--- config.mk ---
export PLATFORM = sky130hd
export DESIGN_NAME = pipelined_adder
export DESIGN_NICKNAME = d
export VERILOG_FILES = /design/src/rtl/adder_pkg.sv /design/src/rtl/adder_slice.sv /design/src/rtl/pipelined_adder.sv
export SDC_FILE = /design/constraint.sdc
export NUM_CORES = 1
export LEC_CHECK = 0
export ABC_AREA = 1
export CORE_ASPECT_RATIO = 0.8
export CORE_MARGIN = 5
export CORE_UTILIZATION = 56
export DETAILED_ROUTE_END_ITERATION = 10
export PLACE_DENSITY = 0.91
export SYNTH_ARGS = -nofsm -noshare
export SYNTH_HDL_FRONTEND = slang
export SYNTH_SLANG_ARGS = --single-unit
--- constraint.sdc ---
create_clock -name clk -period 7.8 [get_ports clk]
set_input_delay 1.17 -clock clk [delete_from_list [all_inputs] [get_ports clk]]
set_output_delay 1.17 -clock clk [all_outputs]
set_load 0.05 [all_outputs]
--- src/rtl/adder_pkg.sv ---
// Operation encodings and decode helpers for the pipelined adder.
package adder_pkg;

  typedef enum logic [1:0] {
    OP_ADD = 2'b00,
    OP_ADC = 2'b01,
    OP_SUB = 2'b10,
    OP_SBB = 2'b11
  } op_t;

  // Subtraction is a + ~b + carry, so SUB/SBB feed the inverted operand.
  function automatic logic op_inverts_b(input op_t o);
    return (o == OP_SUB) || (o == OP_SBB);
  endfunction

  function automatic logic op_carry_in(input op_t o, input logic cin);
    logic c;
    case (o)
      OP_ADD:  c = 1'b0;
      OP_SUB:  c = 1'b1;
      default: c = cin;
    endcase
    return c;
  endfunction

endpackage

--- src/rtl/adder_slice.sv ---
// Combinational SLICE_W-bit adder reporting carry out and carry into its MSB.
module adder_slice #(
  parameter int SLICE_W = 16
) (
  input  logic [SLICE_W-1:0] a,
  input  logic [SLICE_W-1:0] b,
  input  logic               cin,
  output logic [SLICE_W-1:0] sum,
  output logic               cout,
  output logic               c_msb
);
  logic [SLICE_W:0] full;

  assign full = (SLICE_W+1)'(a) + (SLICE_W+1)'(b) + (SLICE_W+1)'(cin);
  assign sum  = full[SLICE_W-1:0];
  assign cout = full[SLICE_W];
  // The MSB sum bit is a^b^carry_in, so the carry into it can be recovered.
  assign c_msb = a[SLICE_W-1] ^ b[SLICE_W-1] ^ sum[SLICE_W-1];

endmodule

--- src/rtl/pipelined_adder.sv ---
// Carry-pipelined WIDTH-bit add/subtract: one WIDTH/STAGES-bit slice per stage,
// valid/ready handshake with per-stage valid bits and full-throughput flow.
module pipelined_adder
  import adder_pkg::*;
#(
  parameter int WIDTH  = 64,
  parameter int STAGES = 4
) (
  input  logic             clk,
  input  logic             reset_n,
  input  logic             in_valid,
  output logic             in_ready,
  input  logic [WIDTH-1:0] a,
  input  logic [WIDTH-1:0] b,
  input  logic [1:0]       op,
  input  logic             cin,
  output logic             out_valid,
  input  logic             out_ready,
  output logic [WIDTH-1:0] out,
  output logic             carry_out,
  output logic             overflow
);
  localparam int SW = (STAGES >= 1) ? WIDTH / STAGES : WIDTH;

  if (!(STAGES >= 1 && STAGES <= WIDTH && (WIDTH % ((STAGES >= 1) ? STAGES : 1)) == 0))
  begin : g_bad_params
    $error("pipelined_adder: WIDTH must be a multiple of STAGES and 1 <= STAGES <= WIDTH");
  end

  op_t op_e;
  logic [WIDTH-1:0] b_eff;
  logic             cin_eff;

  logic [STAGES-1:0] valid_q, valid_d, adv, ld;
  logic [STAGES-1:0][WIDTH-1:0] opa_q, opa_d, opb_q, opb_d, res_q, res_d;
  logic [STAGES-1:0] carry_q, carry_d, cmsb_q, cmsb_d;

  logic [STAGES-1:0][WIDTH-1:0] src_a, src_b, src_res;
  logic [STAGES-1:0]            src_c;
  logic [STAGES-1:0][SW-1:0]    slice_sum;
  logic [STAGES-1:0]            slice_cout, slice_cmsb;

  assign op_e    = op_t'(op);
  assign b_eff   = op_inverts_b(op_e) ? ~b : b;
  assign cin_eff = op_carry_in(op_e, cin);

  // Walk from the output back: a stage may move when the one after it is free.
  always_comb begin
    logic free;
    adv     = '0;
    ld      = '0;
    valid_d = valid_q;
    free    = out_ready;
    for (int i = STAGES - 1; i >= 0; i--) begin
      adv[i] = valid_q[i] && free;
      free   = !valid_q[i] || adv[i];
    end
    in_ready = free;
    ld[0]    = in_valid && in_ready;
    for (int i = 1; i < STAGES; i++) begin
      ld[i] = adv[i-1];
    end
    for (int i = 0; i < STAGES; i++) begin
      valid_d[i] = ld[i] || (valid_q[i] && !adv[i]);
    end
  end

  always_comb begin
    src_a   = '0;
    src_b   = '0;
    src_res = '0;
    src_c   = '0;
    src_a[0] = a;
    src_b[0] = b_eff;
    src_c[0] = cin_eff;
    for (int i = 1; i < STAGES; i++) begin
      src_a[i]   = opa_q[i-1];
      src_b[i]   = opb_q[i-1];
      src_res[i] = res_q[i-1];
      src_c[i]   = carry_q[i-1];
    end
  end

  for (genvar gi = 0; gi < STAGES; gi++) begin : g_stage
    adder_slice #(.SLICE_W(SW)) u_slice (
      .a     (src_a[gi][gi*SW +: SW]),
      .b     (src_b[gi][gi*SW +: SW]),
      .cin   (src_c[gi]),
      .sum   (slice_sum[gi]),
      .cout  (slice_cout[gi]),
      .c_msb (slice_cmsb[gi])
    );
  end

  always_comb begin
    opa_d   = src_a;
    opb_d   = src_b;
    res_d   = src_res;
    carry_d = slice_cout;
    cmsb_d  = slice_cmsb;
    for (int i = 0; i < STAGES; i++) begin
      res_d[i][i*SW +: SW] = slice_sum[i];
    end
  end

  always_ff @(posedge clk) begin
    for (int i = 0; i < STAGES; i++) begin
      if (ld[i]) begin
        opa_q[i]   <= opa_d[i];
        opb_q[i]   <= opb_d[i];
        res_q[i]   <= res_d[i];
        carry_q[i] <= carry_d[i];
        cmsb_q[i]  <= cmsb_d[i];
      end
    end
  end

  always_ff @(posedge clk or negedge reset_n) begin
    if (!reset_n) begin
      valid_q <= '0;
    end else begin
      valid_q <= valid_d;
    end
  end

  // Outputs are gated by the output-stage valid so they read zero in reset.
  assign out_valid = valid_q[STAGES-1];
  assign out       = out_valid ? res_q[STAGES-1] : '0;
  assign carry_out = out_valid && carry_q[STAGES-1];
  assign overflow  = out_valid && (carry_q[STAGES-1] ^ cmsb_q[STAGES-1]);

  logic unused_bits;
  assign unused_bits = ^{opa_q, opb_q, carry_q, cmsb_q};

endmodule

Word level (Yosys, flattened, before mapping)
Cells that the tools add are included.
Widths: inputs -> output; s select.
Word-level totals
  bits of input ports: 135
  register bits: 553
  logic and storage cells: 62
Operators by class
  reductions and logical operators: 29
  $add $sub $neg: 8
  mux-type cells: 3
  bitwise logic cells: 4
  eq/ne operators: 2
Operators by type and width (count)
  $mux 64: 2
  $add 16x16->17: 4
  $add 17x1->17: 4
  $not 64->64: 1
  $logic_and 1x1->1: 11
  $logic_or 1x1->1: 9
  $logic_not 1->1: 8
  $eq 2x2->1 const B: 2
  $xor 1x1->1: 3
  $logic_not 2->1: 1
  $pmux 1 s2: 1

Longest topological paths before layout
  depth after elaboration: 10
  depth in mapped cells: 13
  gate-level depth less buffers: 11

By module
A second synthesis with hierarchy kept.
Second synthesis, totals
  cells, all modules: 1334
  area, all modules: 16034.1 sq um
By module, submodules not included
  pipelined_adder: area each 12140.4 sq um, instances 1, cells each 594, sequential area each 10820.4 sq um
  adder_slice at g_stage[0].u_slice ...: area each 970.9 sq um, instances 3, cells each 184, sequential area each 0.0 sq um
  adder_slice at g_stage[3].u_slice: area each 980.9 sq um, instances 1, cells each 188, sequential area each 0.0 sq um

Worst setup path before layout
Ideal clock, no wire load.
  kind: input port to flip-flop
  from: in out_ready
  to: reg carry_q[0] (enable)
  arrival time: 6.196 ns
  setup time: 0.588 ns
  cell stages on the path: 6
  setup slack: 1.016 ns
  data required time: 7.212 ns
  cell sequence: inv_1 nand2_1 nor2_1 nand2_1 nor2_1 nor2_1
Between the ends
  cells in the longest elaborated chain, start to end: 9
Ends and longest elaborated chain
  from (decl): RTL line pipelined_adder.sv:18  | input logic out_ready,
  $logic_and 1x1->1: RTL line pipelined_adder.sv:55  | adv[i] = valid_q[i] && free;
  $logic_or 1x1->1: RTL line pipelined_adder.sv:56  | free = !valid_q[i] || adv[i];
  $logic_and 1x1->1: RTL line pipelined_adder.sv:55
  $logic_or 1x1->1: RTL line pipelined_adder.sv:56
  $logic_and 1x1->1: RTL line pipelined_adder.sv:55
  $logic_or 1x1->1: RTL line pipelined_adder.sv:56
  $logic_and 1x1->1: RTL line pipelined_adder.sv:55
  $logic_or 1x1->1: RTL line pipelined_adder.sv:56
  $logic_and 1x1->1: RTL line pipelined_adder.sv:59  | ld[0] = in_valid && in_ready;
  via ld[0]: RTL line pipelined_adder.sv:34  | logic [STAGES-1:0] valid_q, valid_d, adv, ld;
  to (signal, indexed assignment): RTL line pipelined_adder.sv:112  | carry_q[i] <= carry_d[i];
  to (decl): RTL line pipelined_adder.sv:36  | logic [STAGES-1:0] carry_q, carry_d, cmsb_q, cmsb_d;
The timed path passes the listed nets, and every way through them passes these cells.
A chain may end at the register's enable or synchronous reset.

Worst setup path in the final report
  from: in out_ready
  to: out in_ready
Between the ends
  cells in the longest elaborated chain, start to end: 8
Ends and longest elaborated chain
  $logic_and 1x1->1: RTL line pipelined_adder.sv:55
  $logic_or 1x1->1: RTL line pipelined_adder.sv:56
  $logic_and 1x1->1: RTL line pipelined_adder.sv:55
  $logic_or 1x1->1: RTL line pipelined_adder.sv:56
  $logic_and 1x1->1: RTL line pipelined_adder.sv:55
  $logic_or 1x1->1: RTL line pipelined_adder.sv:56
  $logic_and 1x1->1: RTL line pipelined_adder.sv:55
  $logic_or 1x1->1: RTL line pipelined_adder.sv:56
  to (decl): RTL line pipelined_adder.sv:12  | output logic in_ready,
Every way passes these cells.

==> results.tsv <==
stage	metric	value	unit
route	ANT nets after route	0	
final_layout	Register Area	10820	um^2
place	Post-Place Cells	1922	
sta	fmax	229.7	MHz
yosys	Yosys reg bits	361	
setup_path	CP max stage delay	0.75	ns
clocking	post-cts resize count	0	
grt	first-pass GRT wire length	49510	um
clocking	Clock Latency Late Sink	0.50	ns
yosys	Netlist Area Pre-Place	15950	um^2
route	wire per inst	15.39	um
place	gpl congestion	0.8598	
yosys	Mapped Cells	1358	
worst_hold_path	worst min-delay path class	flop to flop	
floorplanning	Die Span X	198.7	um
sta	Final Max Slew Viols	0	
grt	initial antenna violation count	2	
sta	Slew Limit Headroom	0.4063	
power_and_ir_drop	Lkg Pwr	8.606	nW
route	starting DRC count in detailed routing	691	
clocking	hold_buf cts	0	
run_status	run status	finished, final reports clean	
final_layout	Layout Cells excl Fill	1987	
setup_path	Worst setup EP type	primary output	
sta	Final Hold Viols	0	
sta	fin crit period	4.354	ns
floorplanning	IO Pins	203	
clocking	CTS buffer count	36	
sta	worst hold slack	0.4032	ns
yosys	dominant cell type by area after synthesis	edfxtp_1	
final_layout	area growth from synthesis to layout	22.84	%
floorplanning	Core ar.	28210	um^2
sta	Worst-Margin Slew	0.8905	ns
sta	setup_tns	0	ns
clocking	Clock Root Buffer	clkbuf_16	
power_and_ir_drop	peak supply drop	0.2220	mV
setup_path	Data required, critical path	6.63	ns
setup_path	WP data arrival	3.18	ns
final_layout	layout net count	1793	
clocking	Clock Sinks	361	
setup_path	CP Cell Sequence	clkdlybuf4s50_1, inv_1, nand2_1, nor2_1, nand2_1, nor2_1, inv_1, clkdlybuf4s50_1	
setup_path	critical path class	input pin to primary output	
clocking	Worst-path clk slew	0.06	ns
route	Via-to-Cell Ratio	4.948	
floorplanning	Initial Utilization	0.5654	
final_layout	number of fill cells	2025	
setup_path	R2R setup slack	5.24	ns
grt	pin count of the biggest net entering global routing	67	
place	Placed Area	18420	um^2
yosys	count leader, synth	nand2_1	
clocking	H-tree depth	2	
yosys	Ys Warns	0	
floorplanning	die area	31980	um^2
final_layout	cell area after layout	19600	um^2
yosys	Post-synth top flop	edfxtp_1	
yosys	synth unique cells	28	
yosys	mean area per synthesized cell	11.75	um^2
setup_path	Crit-path slowest cell	clkdlybuf4s50_1	
grt	total grt overflow	0	
yosys	ys async rst share	0.01108	
job	total of max-cap violations	0	
sta	Clock Skews	0.01567	ns
route	number of remaining DRC errors	0	
place	IO buf count	202	
sta	RSZ-0062 raised after global routing	no	
clocking	post-CTS setup buffer count	0	
place	DP HPWL	22640	um
yosys	Commonest cells post-synth	nand2_1 (397), edfxtp_1 (357), inv_1 (243), xor2_1 (83), ha_1 (60)	
route	First-pass DRT Iterations	5	
sta	period utilization	0.5583	
clocking	clock buffer depth	3	
sta	Finish-stage setup viols	0	
setup_path	crit path launch type	input pin	
grt	Global Route Usage Sum	0.1942	
yosys	top-area cell type share of the netlist area	0.6721	
floorplanning	die height	161.0	um
setup_path	crit-path max FO	3	
floorplanning	row count	55	
final_layout	area of the multi-input gates	4148	um^2
clocking	CTS tree	done	
yosys	register area share after synthesis	0.6783	
yosys	Area contributors post-synth	edfxtp_1 (67%), nand2_1 (9.3%), inv_1 (5.7%)	
power_and_ir_drop	PwrDens	280.9	nW/um^2
final_layout	share of cells above drive strength 1	0.04889	
yosys	EDFF count, synth	357	
grt	vias in the first global route	9760	
yosys	syn nets	1561	
route	Total Routed Length	30580	um
route	via count	9831	
layer usage:
layer	vias to the layer above	global-route usage	wire, um
li1	4888	-	-
met2	328	0.3252	15130
met4	2	0.06060	738
met5	-	0	20
met1	4560	0.2598	12540
met3	53	0.03712	2156
critical path, delay by kind of cell:
kind | cells | cell delay (ns)
AND/OR/NAND/NOR | 4 | 0.59
buffers and inverters | 4 | 1.43
path summary, 6_finish.rpt:
| path | from | endpoint | depth (start not counted) |
|---|---|---|---|
| max in group asynchronous | reset_n | valid_q[3]$_DFF_PN0_ | 1 |
| min in group asynchronous | reset_n | valid_q[3]$_DFF_PN0_ | 1 |
| hold reg to reg | res_d[128]$_DFFE_PP_ | res_d[192]$_DFFE_PP_ | 0 |
| setup reg to reg | valid_q[3]$_DFF_PN0_ | res_d[141]$_DFFE_PP_ | 6 |
| setup / recovery | out_ready | in_ready | 8 |
| hold / removal | res_d[128]$_DFFE_PP_ | res_d[192]$_DFFE_PP_ | 0 |
cell type report:
class	instances	area share
diodes	1	0.0001277
clock buffers	50	0.05025
clock inverters	14	0.009386
inverters	244	0.04693
multi-input cells	738	0.2117
flip-flops and latches	361	0.5523
well taps	370	0.02363
repair buffers	209	0.1057
report_power, final:
| part | total [mW] | switching (mW) | internal [mW] | leakage (nW) |
|---|---|---|---|---|
| logic | 1.22 | 0.802 | 0.414 | 4.53 |
| clock network | 1.70 | 0.682 | 1.02 | 0.572 |
| registers | 2.59 | 0.0788 | 2.51 | 3.51 |
| total | 5.50 | 1.56 | 3.94 | 8.61 |
placed cells by master (no fill, tap or decap), types with 2 or more instances in the layout:
master           count
edfxtp_1           357
or2_1                3
inv_1              241
a21oi_1             32
xnor2_1              9
clkinv_4             2
nand2_2              8
clkbuf_1            12
o31ai_1              4
xor2_1              83
clkinv_2             6
nand4_1              8
buf_4                8
nand3_1             51
nand3b_1             8
bufinv_16            4
ha_1                60
clkdlybuf4s50_1    201
fa_1                 8
nor3_1              11
nand2_1            397
nor2_1              47
dfrtp_1              3
clkbuf_16           37
inv_6                2
registers in the layout, summed over array words and instances (netlist names):
name	count
opa_d	96
opb_d	96
res_d	96
res_q	64
carry_q	4
valid_q	4
cmsb_q	1
through the flow:
| step | power, mW | setup slack, ns | util |
|---|---|---|---|
| 3_3_place_gp | 3.793 | 3.468 | 0.6530 |
| 3_5_place_dp | 3.845 | 3.450 | 0.6530 |
| 5_1_grt | 5.781 | 3.319 | 0.6945 |
| 2_1_floorplan | 3.439 | 1.016 | - |
| 4_1_cts | 5.551 | 3.436 | 0.6944 |
| 6_report | 5.504 | 3.446 | 0.6945 |
kinds of logic after synthesis:
kind of cell             count (synthesis)  synth area share
AND/OR/NAND/NOR                        539            0.1380
AO/OA/AOI/OAI                           38           0.01255
flip-flops                             361            0.6783
XOR/XNOR                                92           0.05051
buffers and inverters                  259           0.06283
multiplexers                             1         0.0007059
adder cells (fa/ha/maj)                 68           0.05710
Note: power is estimated with default switching activity, not from simulation.
